<file path="src/rtl/uparc_mem_stage.sv">
// Memory-access stage of the Ultiparc pipeline: runs the data-bus transaction and aligns load data.
// Optional feature: define UPARC_MEM_BUS_TIMEOUT_EN to abort bus commands left unanswered for 255 cycles.
module uparc_mem_stage (
  input  logic        clk,
  input  logic        rst,
  input  logic        i_valid,
  output logic        o_ready,
  input  logic        i_ld,
  input  logic        i_st,
  input  logic [1:0]  i_size,
  input  logic        i_sext,
  input  logic [31:0] i_alu_res,
  input  logic [31:0] i_wdata,
  input  logic [4:0]  i_rd,
  output logic        o_valid,
  output logic [31:0] o_result,
  output logic [4:0]  o_rd,
  output logic        o_addr_err,
  output logic        o_bus_err,
  output logic [31:0] o_dbus_addr,
  output logic [1:0]  o_dbus_cmd,
  output logic [3:0]  o_dbus_be,
  output logic [31:0] o_dbus_wdata,
  input  logic        i_dbus_rdy,
  input  logic [31:0] i_dbus_rdata,
  input  logic        i_dbus_err
);

  typedef enum logic [1:0] {S_IDLE = 2'd0, S_BUS = 2'd1, S_RESP = 2'd2} state_t;

  localparam logic [1:0] CMD_IDLE  = 2'b00;
  localparam logic [1:0] CMD_READ  = 2'b01;
  localparam logic [1:0] CMD_WRITE = 2'b10;

  state_t      r_state;
  logic        r_ld;
  logic        r_sext;
  logic [1:0]  r_size;
  logic [1:0]  r_alo;
  logic [4:0]  r_rd;

  logic        w_mem;
  logic        w_misal;
  logic        w_timeout;
  logic [3:0]  w_be;
  logic [31:0] w_wdata;
  logic [7:0]  w_byte;
  logic [15:0] w_half;
  logic [31:0] w_load_val;

  assign o_ready = (r_state == S_IDLE);
  assign w_mem   = i_ld | i_st;
  // size 11 behaves as a word, so bit 1 alone selects word alignment rules
  assign w_misal = i_size[1] ? (i_alu_res[1:0] != 2'b00) : (i_size[0] & i_alu_res[0]);

  always_comb begin
    w_be    = 4'b1111;
    w_wdata = i_wdata;
    case (i_size)
      2'b00: begin
        w_be    = 4'b0001 << i_alu_res[1:0];
        w_wdata = {4{i_wdata[7:0]}};
      end
      2'b01: begin
        w_be    = 4'b0011 << i_alu_res[1:0];
        w_wdata = {2{i_wdata[15:0]}};
      end
      default: ;
    endcase
  end

  // Lane selection works straight off the bus so the result is registered on the rdy edge.
  always_comb begin
    case (r_alo)
      2'd1:    w_byte = i_dbus_rdata[15:8];
      2'd2:    w_byte = i_dbus_rdata[23:16];
      2'd3:    w_byte = i_dbus_rdata[31:24];
      default: w_byte = i_dbus_rdata[7:0];
    endcase
    w_half = r_alo[1] ? i_dbus_rdata[31:16] : i_dbus_rdata[15:0];
    case (r_size)
      2'b00:   w_load_val = {{24{r_sext & w_byte[7]}}, w_byte};
      2'b01:   w_load_val = {{16{r_sext & w_half[15]}}, w_half};
      default: w_load_val = i_dbus_rdata;
    endcase
  end

`ifdef UPARC_MEM_BUS_TIMEOUT_EN
  logic [7:0] r_tmo;
  // r_tmo counts BUS cycles from 0; the 255th unanswered cycle ends the command
  assign w_timeout = (r_tmo == 8'd254);
  always_ff @(posedge clk) begin
    if (rst || r_state != S_BUS) r_tmo <= 8'd0;
    else                         r_tmo <= r_tmo + 8'd1;
  end
`else
  assign w_timeout = 1'b0;
`endif

  always_ff @(posedge clk) begin
    if (rst) begin
      r_state      <= S_IDLE;
      o_valid      <= 1'b0;
      o_addr_err   <= 1'b0;
      o_bus_err    <= 1'b0;
      o_result     <= 32'd0;
      o_rd         <= 5'd0;
      o_dbus_cmd   <= CMD_IDLE;
      o_dbus_be    <= 4'd0;
      o_dbus_addr  <= 32'd0;
      o_dbus_wdata <= 32'd0;
      r_ld         <= 1'b0;
      r_sext       <= 1'b0;
      r_size       <= 2'd0;
      r_alo        <= 2'd0;
      r_rd         <= 5'd0;
    end else begin
      o_valid    <= 1'b0;
      o_addr_err <= 1'b0;
      o_bus_err  <= 1'b0;
      case (r_state)
        S_IDLE: begin
          if (i_valid) begin
            if (!w_mem) begin
              o_valid  <= 1'b1;
              o_result <= i_alu_res;
              o_rd     <= i_rd;
            end else if (w_misal) begin
              o_valid    <= 1'b1;
              o_addr_err <= 1'b1;
              o_result   <= 32'd0;
              o_rd       <= 5'd0;
            end else begin
              o_dbus_cmd   <= i_ld ? CMD_READ : CMD_WRITE;
              o_dbus_addr  <= {i_alu_res[31:2], 2'b00};
              o_dbus_be    <= w_be;
              o_dbus_wdata <= w_wdata;
              r_ld         <= i_ld;
              r_sext       <= i_sext;
              r_size       <= i_size;
              r_alo        <= i_alu_res[1:0];
              r_rd         <= i_rd;
              r_state      <= S_BUS;
            end
          end
        end
        S_BUS: begin
          if (i_dbus_rdy || w_timeout) begin
            o_dbus_cmd <= CMD_IDLE;
            o_dbus_be  <= 4'd0;
            o_valid    <= 1'b1;
            r_state    <= S_RESP;
            if (!i_dbus_rdy || i_dbus_err) begin
              o_bus_err <= 1'b1;
              o_result  <= 32'd0;
              o_rd      <= 5'd0;
            end else if (r_ld) begin
              o_result <= w_load_val;
              o_rd     <= r_rd;
            end else begin
              o_result <= 32'd0;
              o_rd     <= 5'd0;
            end
          end
        end
        S_RESP:  r_state <= S_IDLE;
        default: r_state <= S_IDLE;
      endcase
    end
  end

endmodule

</file>
<file path="config.mk">
export PLATFORM = sky130hd
export DESIGN_NAME = uparc_mem_stage
export DESIGN_NICKNAME = d
export VERILOG_FILES = /design/src/rtl/uparc_mem_stage.sv
export SDC_FILE = /design/constraint.sdc
export NUM_CORES = 1
export LEC_CHECK = 0
export CORE_ASPECT_RATIO = 1.5
export CORE_MARGIN = 1.5
export CORE_UTILIZATION = 44
export DETAILED_ROUTE_END_ITERATION = 16
export HOLD_SLACK_MARGIN = 0.03
export PLACE_DENSITY = 0.82
export SLEW_MARGIN = 5
export SYNTH_ARGS = -nofsm -noshare
export SYNTH_HDL_FRONTEND = slang
export SYNTH_SLANG_ARGS = --single-unit
</file>
<file path="constraint.sdc">
create_clock -name clk -period 2.3 [get_ports clk]
set_input_delay 0.46 -clock clk [delete_from_list [all_inputs] [get_ports clk]]
set_output_delay 0.46 -clock clk [all_outputs]
set_load 0.01 [all_outputs]
</file>
==> results of run 1 <==
-- per-layer routing --
layer / vias up / GRT usage [%] / wire length, um
met5: - / 0 / 0
met4: 0 / 15.8 / 976
li1: 2823 / - / -
met2: 246 / 52.9 / 10300
met1: 2792 / 30.7 / 7050
met3: 66 / 6.46 / 1100
-- placed cells by master (no fill, tap or decap), types with 14 or more instances in the layout --
| cell type | n |
|---|---|
| nand2b_1 | 14 |
| a211oi_1 | 19 |
| mux2i_1 | 23 |
| a221o_1 | 23 |
| nor2_1 | 47 |
| a21oi_1 | 98 |
| buf_4 | 28 |
| nand2_1 | 139 |
| clkdlybuf4s50_1 | 218 |
| o21ai_0 | 16 |
| clkbuf_16 | 17 |
| inv_1 | 32 |
| dfxtp_1 | 120 |
-- repair_timing --
item | in CTS | in global routing
endpoints found under the setup margin | 0 | 16
buffers inserted | 0 | 0
resized for setup | 0 | 1
hold buffers | 0 | 0
-- final timing paths --
check / startpoint / end / slack (ns) / depth (start not counted)
min reg2reg: o_dbus_addr[29] / o_dbus_addr[29] / 0.46 / 2
max reg2reg: r_size[1] / o_result[18] / 0.26 / 6
max: i_alu_res[0] / o_result[11] / 0.21 / 7
min: o_dbus_addr[29] / o_dbus_addr[29] / 0.46 / 2
-- sequential cells by signal, indices dropped and copies added, names as in the netlist --
register	cells
o_addr_err	1
o_bus_err	1
o_dbus_addr	30
o_dbus_be	4
o_dbus_cmd	2
o_dbus_wdata	32
o_rd	5
o_result	32
o_valid	1
r_alo	2
r_ld	1
r_rd	5
r_sext	1
r_size	2
r_state	2
-- through the flow --
| step | total power [mW] | setup WS [ns] | setup TNS (ns) |
|---|---|---|---|
| floorplan | 2.77 | 0.388 | 0 |
| detailed placement | 3.36 | -0.359 | -9.11 |
| global placement | 3.34 | -0.223 | -3.89 |
| CTS | 6.28 | 0.0130 | 0 |
| finish | 6.25 | 0.211 | 0 |
| global route | 6.47 | 0.144 | 0 |
-- report_power, final --
part	internal, mW	leakage (nW)	total, mW	switching [mW]
clock	1.93	0.311	2.91	0.982
sequential	2.21	0.987	2.29	0.0762
combinational	0.541	1.93	1.05	0.508
total	4.68	3.23	6.25	1.57
-- layout make-up --
type / count / area share, %
multi-input combinational: 481 / 31.8
timing repair buffer: 250 / 28.8
sequential: 121 / 28.2
clock buffer: 18 / 5.00
clock inverter: 14 / 2.55
tap: 153 / 2.23
inverter: 32 / 1.40
-- tightest hold or removal path: cells and delay by family, from the launching register on --
kind               cells  cell delay, ns
and+or+nand+nor        1            0.05
DFF                    1            0.30
AOI/OAI and AO/OA      1            0.05
-- cells by family (layout without fill, tap and decap cells) --
kind of cell / count (synthesis) / count (layout) / synth area share (%)
AND/OR/NAND/NOR: 243 / 243 / 19.5
AO/OA/AOI/OAI: 210 / 210 / 25.0
flip-flops: 121 / 121 / 44.0
buffers and inverters: 90 / 314 / 6.72
multiplexers: 26 / 26 / 4.79
other: 1 / 2 / 0.0681
==> impl_metrics.csv, run 1 <==
group,metric,value,unit
setup_path,cp.required,2.61,ns
place,dp_cells,1037,
logic_synthesis,avgSynthCellArea,7.97,sq um
setup_path,critPathSlowestCell,"clkdlybuf4s50_1",
route,antenna_left,0,
setup_path,critPathLaunchType,"input pin",
sta,grt_setup_unrepaired,"no",
place,gp_congestion,0.876,
cells_and_area,fill_cells,938,
setup_path,slowest_delay,0.52,ns
cells_and_area,finalNonFillerCells,1069,
logic_synthesis,synth_area_leaders,"dfxtp_1, nand2_1, a21oi_1",
die,die_x,94.4,um
global_route,antenna_found_initial,0,
logic_synthesis,yosysSeqAreaShare,44.0,%
cts,tritoncts,"done",
sta,period_share,90.8,%
die,initial_utilization,45.6,%
cts,clk_latency,0.41,ns
global_route,track_usage,29.3,%
logic_synthesis,async_flop_share,0,%
flow_run,max_cap_viol_count,0,
setup_path,crit_fanout,14,
logic_synthesis,synth_warnings,0,
route,first_iter_violations,251,
global_route,grt_max_degree,75,
sta,worst_pin_slew,0.771,ns
setup_path,worstPathArrival,2.40,ns
place,io_buffers,219,
logic_synthesis,synth_ff_type,"dfxtp_1",
logic_synthesis,synthTopCellsByCount,"nand2_1, dfxtp_1, a21oi_1, nor2_1, clkbuf_1",
route,via_per_inst,5.54,
route,drtPass1Iterations,5,
logic_synthesis,yosysMostFrequentCell,"nand2_1",
sta,drv_slew,0,
power,pwr_density_cell,728,nW/um^2
setup_path,cp_num_buf_inv,2,
logic_synthesis,syn-instance-count,691,
place,post_dp_cell_area,7940,sq um
route,wl,19400,um
cells_and_area,n_antenna_cell,0,
setup_path,path_class,"input pin to register",
die,die_h,140,um
setup_path,crit_top_cell,"o21ai_2",
outcome,status,"finished clean",
cts,cts.clk_slew.worst_paths,0.06,ns
logic_synthesis,synth_edf_count,0,
setup_path,critPathCaptureType,"register",
cells_and_area,area.sequential,2420,sq um
cells_and_area,layout-drive-gt1-share,9.06,%
sta,clock.fmax,0.479,GHz
cells_and_area,area_delta_synth_final,55.9,%
global_route,grt_pass1_vias,5848,
logic_synthesis,synth_top_area_share,44.0,%
die,dieArea,13200,sq um
cts,cts_max_level,4,
power,p_leak,3.23,nW
route,vias,5927,
die,core,12100,sq um
global_route,grt_overflow,0,
route,remaining_drc_errors,0,
logic_synthesis,yosys.area.top_type,"dfxtp_1",
cells_and_area,fin_util,71.1,%
sta,fin_skew,0.0156,ns
cells_and_area,postLayoutCellArea,8590,sq um
sta,period_needed,2.09,ns
worst_hold_path,holdCritPathClass,"register to register",
setup_path,critPathTopFamily,"compound AO/OA/AOI/OAI gates",
setup_path,path_cells,"clkdlybuf4s50_1, o21ai_2, nand3b_2, o21ai_2, buf_12, a21oi_1, a211oi_1",
cells_and_area,final_nets,1014,
sta,hold_viol_final,0,
sta,setup_viol,0,
cts,cts.sinks,121,
power,ir_drop,0.565,mV
global_route,grt_pass1_wl,29800,um
route,wire_per_inst,18.2,um
cts,clock_tree.buffer_depth,2,
logic_synthesis,synth_cell_types,43,
logic_synthesis,synth_area,5510,sq um
cts,cts_root_buf,"clkbuf_16",
cells_and_area,multi_input_area,2730,sq um
place,hpwlAfterDp,14000,um
cts,cts_made_buffers,17,
sta,relSlewSlack,48.6,%
sta,timing.hold.ws,0.456,ns
die,num_rows,49,
logic_synthesis,synth_seq_cells,121,
die,ios,222,
No activity file was read; power rests on OpenSTA's default activity.
==> run 2, diff against run 1 <==
- CELL_PAD_IN_SITES_DETAIL_PLACEMENT: unset -> 1
- CELL_PAD_IN_SITES_GLOBAL_PLACEMENT: unset -> 2
- CORE_UTILIZATION: 44 -> 24
- PLACE_DENSITY: 0.82 -> unset
- PLACE_DENSITY_LB_ADDON: unset -> 0.2
==> impl_metrics.csv, run 2 (same netlist as run 1, synthesis figures left out) <==
group,metric,value,unit
worst_hold_path,min_to,"o_dbus_addr[22]",
sta,clock.fmax,0.468,GHz
cells_and_area,area.sequential,2420,sq um
place,pre_cts_slack,-0.442,ns
sta,drv_slew,0,
global_route,grt_util_met3,5.57,%
outcome,status,"finished clean",
die,die_x,127,um
power,ir_drop,0.484,mV
cells_and_area,layout_common_cells,"clkdlybuf4s50_1, nand2_1, dfxtp_1",
setup_path,slowest_delay,0.59,ns
cells_and_area,n_antenna_cell,0,
route,wire_per_inst,18.8,um
global_route,grt_pass1_vias,6175,
power,pwr_density_cell,711,nW/um^2
cts,tritoncts,"done",
route,drtPass1Iterations,5,
global_route,use_met2,35.9,%
setup_path,critPathCaptureType,"output port",
global_route,grt_pass1_wl,34500,um
worst_hold_path,worstHoldPathCells,2,
route,via_per_inst,4.82,
cts,cts_made_buffers,17,
route,wl,22500,um
route,antenna_left,0,
worst_hold_path,hp-start,"rst",
place,gp_congestion,0.808,
setup_path,reg2reg_slack,0.35,ns
sta,timing.hold.ws,0.395,ns
sta,fin_skew,0.00856,ns
die,core,22500,sq um
sta,relSlewSlack,43.6,%
global_route,grt_max_degree,63,
die,dieArea,23900,sq um
setup_path,rr_startpoint,"r_state[0]",
die,die_h,189,um
sta,setup_viol,0,
cells_and_area,postLayoutCellArea,8780,sq um
route,first_iter_violations,160,
cts,clock_tree.buffer_depth,2,
place,post_dp_cell_area,8150,sq um
power,p_leak,3.26,nW
cells_and_area,multi_input_area,2730,sq um
setup_path,rr_worst_depth,6,
route,vias,5778,
cts,cts.sinks,121,
setup_path,path_cells,"buf_4, nor2_1, clkdlybuf4s50_1",
cells_and_area,fill_cells,2656,
setup_path,critPathLaunchType,"register",
cts,cts_root_buf,"clkbuf_16",
cells_and_area,layout-drive-gt1-share,9.33,%
cells_and_area,reg_top3,"o_dbus_wdata x32, o_result x32, o_dbus_addr x30",
setup_path,worstPathArrival,1.68,ns
route,remaining_drc_errors,0,
setup_path,crit_fanout,11,
global_route,grt_overflow,0,
cts,cts.clk_slew.worst_paths,0.05,ns
place,io_buffers,219,
cts,postCtsSetupRepairBufs,0,
cts,cts_max_level,4,
flow_run,max_cap_viol_count,0,
worst_hold_path,holdCritPathClass,"input pin to register",
cells_and_area,mostFrequentLayoutCell,"clkdlybuf4s50_1",
sta,period_needed,2.14,ns
setup_path,reg2reg_to,"o_result[29]",
global_route,grt_busiest_layer,"met2",
sta,hold_viol_final,0,
setup_path,path_class,"register to output port",
global_route,antenna_found_initial,0,
place,hpwlAfterDp,17000,um
sta,worst_pin_slew,0.843,ns
sta,period_share,92.9,%
die,initial_utilization,24.5,%
setup_path,cp.required,1.84,ns
die,ios,222,
setup_path,critPathSlowestCell,"clkdlybuf4s50_1",
global_route,use_met1,20.3,%
sta,grt_setup_unrepaired,"no",
global_route,track_usage,19.0,%
cts,clk_latency,0.42,ns
cells_and_area,final_nets,1020,
die,num_rows,67,
cells_and_area,area_delta_synth_final,59.5,%
sta,setup_ws,0.163,ns
setup_path,cp-startpoint,"r_state[0]",
## run 2: cell count changes in the layout (fill, tap and decap cells not counted), moves of 2 or more
cell      delta
inv_6        -2
clkbuf_1     +3
clkbuf_8     +4
clkinv_4     -3
buf_4        +5
## run 2: layer usage
| layer | vias to the layer above | share of wire [%] |
|---|---|---|
| met5 | - | 0 |
| met4 | 0 | 1.1 |
| met3 | 15 | 5.5 |
| met2 | 162 | 54 |
| met1 | 2762 | 40 |
| li1 | 2839 | - |
## run 2: worst max-delay path by stage
stage	end	cells past startpoint	slack, ns
2_1_floorplan	o_result[21]	7	0.39
3_3_place_gp	o_result[25]	6	-0.37
3_5_place_dp	o_result[18]	6	-0.44
4_1_cts	o_result[30]	6	0.005
5_1_grt	o_ready	3	0.02
6_report	o_ready	3	0.16
## run 2: metrics by stage
stage / TNS, ns / power, mW / util [%] / cells
2_1_floorplan: 0 / 2.77 / - / 692
3_3_place_gp: -6.02 / 3.40 / 36.3 / 1166
3_5_place_dp: -7.29 / 3.42 / 36.3 / 1166
4_1_cts: 0 / 6.35 / 39.1 / 1198
5_1_grt: 0 / 6.54 / 39.1 / 1198
6_report: 0 / 6.25 / 39.1 / 1198
## run 2: power breakdown
| part | switching (mW) | internal [mW] |
|---|---|---|
| clock | 0.954 | 1.93 |
| combinational | 0.534 | 0.550 |
| sequential | 0.0698 | 2.22 |
## run 2: layout make-up
cell class              count  share of cell area [%]
repair buffers            256                    28.8
inverters                  32                    1.37
clock inverters             7                    1.57
multi-input cells         481                    31.1
flip-flops and latches    121                    27.6
clock buffers              25                    5.64
well taps                 276                    3.93
## run 2: what timing repair did
action / 4_1_cts / 5_1_grt
gates resized for setup: 0 / 1
hold buffers: 0 / 0
setup endpoints to repair: 0 / 16
## run 2: critical path: cells and delay by family (launching register included)
kind                   cells  cell delay, ns
DFF                        1            0.34
buffers and inverters      2            0.78
and+or+nand+nor            1            0.14
==> run 3, diff against run 2 <==
- SLEW_MARGIN: 5 -> 30
==> impl_metrics.csv, run 3 (same netlist as run 1, synthesis figures left out) <==
group,metric,value,unit
setup_path,reg2reg_slack,0.35,ns
place,gp_congestion,0.808,
setup_path,reg2reg_to,"o_result[30]",
setup_path,crit_fanout,11,
route,wire_per_inst,18.9,um
sta,setup_ws,0.162,ns
cts,tritoncts,"done",
route,first_iter_violations,191,
worst_hold_path,holdCritPathClass,"input pin to register",
setup_path,slowest_delay,0.59,ns
die,dieArea,23900,sq um
outcome,status,"finished clean",
cts,cts-resized-gates,0,
power,power_switching,1.57,mW
global_route,grt_pass1_vias,6120,
sta,timing.hold.ws,0.382,ns
global_route,track_usage,19.1,%
setup_path,path_class,"register to output port",
setup_path,critPathCaptureType,"output port",
cells_and_area,area_delta_synth_final,58.0,%
global_route,use_met2,35.8,%
cells_and_area,fill_cells,2661,
setup_path,rr_worst_depth,6,
global_route,grt_util_met3,5.88,%
sta,period_share,93.0,%
global_route,antenna_found_initial,0,
global_route,grt_pass1_wl,34600,um
place,io_buffers,219,
place,dp_cells,1166,
cts,postCtsSetupRepairBufs,0,
power,internal_power,4.32,mW
sta,setup_tns,0,ns
cts,cts_max_level,4,
setup_path,path_depth,3,
cts,clk_latency,0.42,ns
setup_path,critPathLaunchType,"register",
place,post_dp_cell_area,8150,sq um
cells_and_area,area.sequential,2420,sq um
cells_and_area,layout-drive-gt1-share,9.44,%
place,pre_cts_slack,-0.117,ns
power,pwr_density_cell,677,nW/um^2
cells_and_area,mostFrequentLayoutCell,"clkdlybuf4s50_1",
setup_path,critPathTopFamily,"buffers and inverters",
route,antenna_left,0,
power,swShare,26.7,%
route,via_per_inst,4.86,
worst_hold_path,min_to,"o_dbus_addr[27]",
die,ios,222,
setup_path,critPathSlowestCell,"clkdlybuf4s50_1",
die,num_rows,67,
cts,cts_made_buffers,17,
die,die_h,189,um
cts,cts.clk_slew.worst_paths,0.06,ns
setup_path,path_cells,"buf_4, nor2_1, clkdlybuf4s50_1",
global_route,use_met1,20.3,%
route,drtPass1Iterations,4,
setup_path,rr_startpoint,"r_state[0]",
sta,worst_pin_slew,0.821,ns
die,die_x,127,um
cells_and_area,reg_top3,"o_dbus_wdata x32, o_result x32, o_dbus_addr x30",
cts,cts.sinks,121,
cells_and_area,final_nets,1020,
sta,period_needed,2.14,ns
die,initial_utilization,24.5,%
cts,clock_tree.buffer_depth,2,
sta,fin_skew,0.00508,ns
cells_and_area,postLayoutCellArea,8700,sq um
cts,holdBufCountCts,0,
setup_path,cp.required,1.84,ns
sta,drv_slew,0,
power,ir_drop,0.506,mV
power,p_clk_share,42.8,%
place,hpwlAfterDp,17000,um
route,remaining_drc_errors,0,
worst_hold_path,hp-start,"rst",
cells_and_area,multi_input_area,2730,sq um
global_route,grt_overflow,0,
cells_and_area,layout_common_cells,"clkdlybuf4s50_1, nand2_1, dfxtp_1",
setup_path,cp-startpoint,"r_state[0]",
global_route,grt_busiest_layer,"met2",
die,core,22500,sq um
global_route,grt_max_degree,63,
flow_run,max_cap_viol_count,0,
cts,cts_root_buf,"clkbuf_16",
cells_and_area,n_antenna_cell,0,
power,p_leak,3.23,nW
setup_path,cp_num_buf_inv,2,
route,wl,22600,um
sta,clock.fmax,0.468,GHz
power,seq_power_share,38.8,%
setup_path,worstPathArrival,1.68,ns
sta,hold_viol_final,0,
sta,relSlewSlack,45.2,%
cells_and_area,finalNonFillerCells,1198,
worst_hold_path,worstHoldPathCells,2,
power,p_comb_share,18.4,%
route,vias,5823,
sta,setup_viol,0,
sta,grt_setup_unrepaired,"no",
run 3: cell count changes in the layout (fill, tap and decap cells not counted), sizes merged:
cell | previous run | this run
clkinv | 2 | 7
bufinv | 4 | 1
clkbuf | 25 | 23
run 3: worst max path at each step:
stage	end
6_report	o_ready
3_3_place_gp	o_result[25]
5_1_grt	o_ready
2_1_floorplan	o_result[21]
3_5_place_dp	o_result[18]
4_1_cts	o_ready
run 3: worst register-to-register path, cell delays in order, from the launching register on:
cell and delay, ns:
dfxtp_1 0.40, buf_4 0.21, nand2b_1 0.24, and2_1 0.27, and3b_1 0.21, buf_12 0.16, a221o_1 0.36
run 3: final cells by class:
| cell class | instances | share of cell area (%) |
|---|---|---|
| clock buffers | 23 | 5.49 |
| clock inverters | 9 | 0.834 |
| inverters | 32 | 1.38 |
| multi-input cells | 481 | 31.4 |
| flip-flops and latches | 121 | 27.9 |
| well taps | 276 | 3.97 |
| repair buffers | 256 | 29.1 |
run 3: power groups by stage:
| stage | Combinational (mW) | Sequential (mW) | Clock, mW |
|---|---|---|---|
| floorplan | 0.405 | 2.37 | 0 |
| global route | 1.18 | 2.30 | 2.72 |
| finish | 1.08 | 2.29 | 2.52 |
| detailed placement | 1.10 | 2.33 | 0 |
| global placement | 1.07 | 2.32 | 0 |
| CTS | 1.10 | 2.29 | 2.61 |
run 3: metrics by stage:
step,total power [mW],utilization [%]
6_report,5.89,38.7
5_1_grt,6.19,38.7
4_1_cts,6.00,38.7
3_5_place_dp,3.42,36.3
3_3_place_gp,3.40,36.3
2_1_floorplan,2.77,-
run 3: metal layers:
| layer | routed length, um | up-vias |
|---|---|---|
| met1 | 9050 | 2779 |
| met5 | 0 | - |
| met3 | 1330 | 19 |
| met4 | 337 | 0 |
| met2 | 11900 | 177 |
| li1 | - | 2848 |
